===== config.mk =====
export PLATFORM = sky130hd
export DESIGN_NAME = ask_demod
export DESIGN_NICKNAME = d
export VERILOG_FILES = /design/src/rtl/ask_demod.sv
export SDC_FILE = /design/constraint.sdc
export NUM_CORES = 1
export LEC_CHECK = 0
export ABC_AREA = 1
export BUFFER_PORTS_ARGS = -buffer_cell sky130_fd_sc_hd__buf_2
export CORE_ASPECT_RATIO = 2
export CORE_MARGIN = 1
export CORE_UTILIZATION = 46
export DETAILED_ROUTE_END_ITERATION = 8
export PLACE_DENSITY_LB_ADDON = 0.3
export SLEW_MARGIN = 20
export SYNTH_ARGS = -nofsm -noshare
export SYNTH_HDL_FRONTEND = slang
export SYNTH_SLANG_ARGS = --single-unit

===== constraint.sdc =====
create_clock -name clk -period 4.61 [get_ports clk]
set_input_delay 0.922 -clock clk [delete_from_list [all_inputs] [get_ports clk]]
set_output_delay 0.922 -clock clk [all_outputs]
set_load 0.03 [all_outputs]

===== src/rtl/ask_demod.sv =====
// ASK demodulator: it turns ADC samples into a windowed envelope, slices the
// envelope with hysteresis, and recovers bits from level edges.
// Ports:
//   clk, rst             clock, synchronous active-high reset
//   adc_data, adc_valid  offset-binary sample stream
//   thr_hi, thr_lo       slicer thresholds
//   env, env_valid       window mean magnitude and its update pulse
//   bit_out, bit_valid   recovered bit and its update pulse
//   lock                 high while bit timing is tracking
`timescale 1ns/1ps
module ask_demod #(
  parameter int WIN_LOG2 = 4,
  parameter int SYM_WIN  = 15625,
  parameter int MAX_RUN  = 8
) (
  input  logic        clk,
  input  logic        rst,
  input  logic [13:0] adc_data,
  input  logic        adc_valid,
  input  logic [13:0] thr_hi,
  input  logic [13:0] thr_lo,
  output logic [13:0] env,
  output logic        env_valid,
  output logic        bit_out,
  output logic        bit_valid,
  output logic        lock
);
  localparam int AW = 14 + WIN_LOG2;
  localparam int WW = $clog2(SYM_WIN + 1);
  localparam int RW = $clog2(MAX_RUN + 1);
  localparam logic [WW-1:0] HALF  = WW'(SYM_WIN / 2);
  localparam logic [WW-1:0] WLAST = WW'(SYM_WIN - 1);
  localparam logic [RW-1:0] RLAST = RW'(MAX_RUN);

  typedef enum logic {HUNT, TRACK} state_t;

  logic [13:0]         s;
  logic [13:0]         mag_c;
  logic [13:0]         mag;
  logic                mag_v;
  logic [WIN_LOG2-1:0] scnt;
  logic [AW-1:0]       acc;
  logic [AW-1:0]       sum;
  logic                level;
  logic                prev_lvl;
  logic                lvl_v;
  logic                lvl_edge;
  state_t              state_q;
  state_t              state_n;
  logic [WW-1:0]       wcnt;
  logic [WW-1:0]       wcnt_n;
  logic [WW-1:0]       wcnt_inc;
  logic [RW-1:0]       run;
  logic [RW-1:0]       run_n;
  logic [RW-1:0]       run_inc;
  logic                fresh;
  logic                fresh_n;
  logic                emit;

  // Flipping the MSB turns offset binary into two's complement.
  assign s = {~adc_data[13], adc_data[12:0]};

  // -8192 has no positive twin in 14 bits, so it clips to 8191.
  always_comb begin
    mag_c = s;
    if (s[13]) begin
      mag_c = (s == 14'h2000) ? 14'h1FFF : (~s + 14'd1);
    end
  end

  always_ff @(posedge clk) begin
    if (rst) begin
      mag   <= '0;
      mag_v <= 1'b0;
    end else begin
      mag_v <= adc_valid;
      if (adc_valid) mag <= mag_c;
    end
  end

  assign sum = acc + AW'(mag);

  always_ff @(posedge clk) begin
    if (rst) begin
      acc       <= '0;
      scnt      <= '0;
      env       <= '0;
      env_valid <= 1'b0;
    end else begin
      env_valid <= 1'b0;
      if (mag_v) begin
        scnt <= scnt + 1'b1;
        if (scnt == '1) begin
          env       <= sum[AW-1:WIN_LOG2];
          acc       <= '0;
          env_valid <= 1'b1;
        end else begin
          acc <= sum;
        end
      end
    end
  end

  // The high threshold wins, so thr_lo > thr_hi acts as a single threshold.
  always_ff @(posedge clk) begin
    if (rst) begin
      level    <= 1'b0;
      prev_lvl <= 1'b0;
      lvl_v    <= 1'b0;
    end else begin
      lvl_v <= env_valid;
      if (env_valid) begin
        if (env >= thr_hi) level <= 1'b1;
        else if (env < thr_lo) level <= 1'b0;
      end
      if (lvl_v) prev_lvl <= level;
    end
  end

  assign lvl_edge = lvl_v && (level != prev_lvl);
  assign wcnt_inc = (wcnt == WLAST) ? '0 : wcnt + 1'b1;
  assign run_inc  = run + 1'b1;

  // fresh marks that an edge happened since the last emitted bit.
  always_comb begin
    state_n = state_q;
    wcnt_n  = wcnt;
    run_n   = run;
    fresh_n = fresh;
    emit    = 1'b0;
    if (lvl_v) begin
      if (lvl_edge) begin
        state_n = TRACK;
        wcnt_n  = '0;
        run_n   = '0;
        fresh_n = 1'b1;
      end else begin
        wcnt_n = wcnt_inc;
        if (state_q == TRACK && wcnt_inc == HALF) begin
          emit    = 1'b1;
          fresh_n = 1'b0;
          if (!fresh) begin
            run_n = run_inc;
            if (run_inc == RLAST) state_n = HUNT;
          end
        end
      end
    end
  end

  always_ff @(posedge clk) begin
    if (rst) begin
      state_q   <= HUNT;
      wcnt      <= '0;
      run       <= '0;
      fresh     <= 1'b0;
      bit_out   <= 1'b0;
      bit_valid <= 1'b0;
    end else begin
      state_q   <= state_n;
      wcnt      <= wcnt_n;
      run       <= run_n;
      fresh     <= fresh_n;
      bit_valid <= emit;
      if (emit) bit_out <= level;
    end
  end

  assign lock = (state_q == TRACK);

endmodule


==> out/metrics.cfg <==
[logic_synthesis]
ys_warn_count=0
synthMuxAreaShare_pct=0
synth_top_flop_cell=dfxtp_1
synth.most_common_cell=nand2_1
synthDistinctLibCells=42
synth_seq_area_share_pct=29.7
ys_ff_latch=77
synthTopCellsByArea=dfxtp_1 (30%), nand2_1 (12%), ha_1 (11%)
yosys.area.top_type_share_pct=29.7
synth_area_leader_cell=dfxtp_1
synth_common_cells=nand2_1 (171), inv_1 (100), nor2_1 (83)
synth.cell_area_um2=5190
synth-edff-count=0
synthCells=774
synth_nets=866
synth_top_family_by_area=simple AND/OR/NAND/NOR gates
synth_compound_area_share_pct=15.4
synth-simple-area-share_pct=31.2
postSynth.asyncResetShare_pct=0
synth-xor-area-share_pct=3.20
synth_fa_ha_area_share_pct=11.5
syn_area_per_cell_um2=6.71

[sta]
worstMarginPinSlew_ps=1030
setup_viol=0
timing.fmax_mhz=419
slew_headroom_pct=30.8
finalClockSkew_ps=9.32
finalMaxSlewViolations=0
rsz0062_at_grt=no
tns_ps=0
hold_violations=0
fin_crit_sh_pct=51.8
whs_ps=473
fin_crit_ps=2390

[critical_path]
criticalPathCategory=reg -> reg
end_kind=register
critPathRequiredTime_ps=4880
path_cells=ha_1 > inv_1 > fa_1 > nand3b_1 > nand2_1 > a21oi_1 > o21ai_0 > nand2_1 > nand2_1 > xor2_1 > nand2_1 > a21oi_1
r2r_slack_ps=2220
worstPathMaxFanout=4
cpPeakStageDelay_ps=390
path_common_cell=nand2_1
start_kind=register
crit_arrival_ps=2660
slowest_stage=fa_1

[clock_network]
postCtsSetupBuffers=0
cts-hold-fix-buffers=0
post_cts_resized=0
cts_tree=built
cts_buffers=9
clkTransAtPathRegs_ps=60
clock_latency_ps=340
cts_root_buf=clkbuf_16
clockBufferDepth=2
cts.sinks=77
h-tree-depth=3

[pwr]
peakVddDrop_mv=0.178
p_comb_share_pct=10.0
p_leak_nw=2.86
p_total_mw=1.54
power.internal_mw=1.12
power.switching_mw=0.422
p_per_area_nw_per_um2=261
pwr-share-seq_pct=44.9
switching_share_pct=27.4
p_clk_share_pct=45.2

[detailed_routing]
dr.pass1.iters=7
final_antenna_net_count=0
first_iter_violations=210
via_per_inst=5.15
vias=5017
drc=0
wire_per_inst_um=13.2
drt-total-wl_um=12900

[die]
die_w_um=77.1
start_util_pct=47.4
die_h_um=152
die_area_um2=11700
core_um2=10900
rows=54
ios=63

[global_route]
grt_busiest_layer=met2
grt.total_usage_pct=22.8
grt_pass1_vias=4884
gr-usage-met1_pct=20.9
use_met2_pct=46.6
grt_start_max_net_pins=51
gr-total-overflow=0
antenna_found_initial=0
grt_pass1_wl_um=21400
grtUsageMet3_pct=2.51

[finish]
final_core_util_pct=53.9
area_delta_synth_final_pct=13.6
seqCellArea_um2=1540
design_area_um2=5900
drive_gt1_share_pct=13.9
n_fill_cell=1141
nets=921
diodes=0
multi_input_area_um2=3180

[hold_path]
hp-class=reg -> reg

[placed_design]
dp_hpwl_um=10300
placed_cell_area_um2=5610
io_buffers=62
routabilityCongestion=0.968

[outcome]
outcome=finished clean

[run]
maxCapViolations=0

==> power groups by stage <==
| stage | Sequential, mW | Combinational [mW] | Clock (mW) |
|---|---|---|---|
| after floorplan | 0.703 | 0.103 | 0 |
| after global placement | 0.706 | 0.152 | 0 |
| after detailed placement | 0.706 | 0.153 | 0 |
| after CTS | 0.691 | 0.154 | 0.704 |
| after global routing | 0.692 | 0.174 | 0.735 |
| final | 0.691 | 0.153 | 0.695 |
==> layout by cell type (no fill, tap or decap), types with 2 or more instances in the layout <==
master / netlist / final
nor3_1: 8 / 8
nor2_1: 83 / 83
clkbuf_16: 0 / 9
o221ai_1: 2 / 2
inv_1: 100 / 100
o211ai_1: 4 / 4
o21ai_0: 46 / 46
nor3_2: 2 / 2
nand3b_1: 6 / 6
nand3_1: 43 / 43
o21bai_1: 3 / 3
inv_6: 0 / 5
buf_2: 2 / 62
nand2_2: 10 / 10
nand4_1: 13 / 13
a21o_1: 7 / 7
nand3_2: 5 / 5
xor2_1: 14 / 14
nor2_2: 10 / 10
xnor2_1: 5 / 5
ha_1: 46 / 46
nand2_1: 171 / 171
nor2_4: 4 / 4
a31oi_1: 4 / 4
a21oi_1: 72 / 72
or2_2: 3 / 3
nor4_1: 2 / 2
buf_4: 1 / 2
inv_2: 2 / 2
dfxtp_1: 77 / 77
==> final cells by class <==
class | instances | share of cell area (%)
multi-input combinational | 574 | 53.9
sequential | 77 | 26.1
inverter | 103 | 6.55
timing repair buffer | 64 | 5.51
clock buffer | 9 | 3.82
tap | 140 | 2.97
clock inverter | 7 | 1.08
==> layer usage <==
metal	vias to the layer above	routed length, µm
met5	-	0
met4	0	600
met3	40	286
met2	97	7350
met1	2234	4640
li1	2646	-
==> path summary, 6_finish.rpt <==
| kind | startpoint | endpoint | cells past startpoint |
|---|---|---|---|
| hold / removal | acc[0] | acc[0] | 2 |
| hold reg to reg | acc[0] | acc[0] | 2 |
| setup / recovery | mag[0] | acc[12] | 12 |
| setup reg to reg | mag[0] | acc[12] | 12 |
==> per-stage QoR <==
stage,instances,setup WS (ps)
after floorplan,774,2470
after global placement,958,2150
after detailed placement,958,2120
after CTS,974,2220
after global routing,974,1960
final,974,2220
==> flip-flops by register name (all words and copies together) (netlist names) <==
name and flops:
acc 18, env 14, mag 14, wcnt 14
run 4, scnt 4, bit_out 1, bit_valid 1
env_valid 1, fresh 1, level 1, lock 1
lvl_v 1, mag_v 1, prev_lvl 1
==> worst max-delay path: cells and delay by family (launching register included) <==
kind | cells | cell delay, ps
buffers and inverters | 1 | 80
xor gates and xnor gates | 1 | 220
adders and majority gates | 2 | 550
and+or+nand+nor | 5 | 530
AOI/OAI and AO/OA | 3 | 620
DFF | 1 | 330
==> cells by family (layout without fill, tap and decap cells) <==
logic type	after synthesis	in the layout
xor gates and xnor gates	19	19
DFF	77	77
buffers and inverters	123	183
and+or+nand+nor	362	362
AOI/OAI and AO/OA	146	146
adders and majority gates	47	47
(Power assumes the default switching activity.)
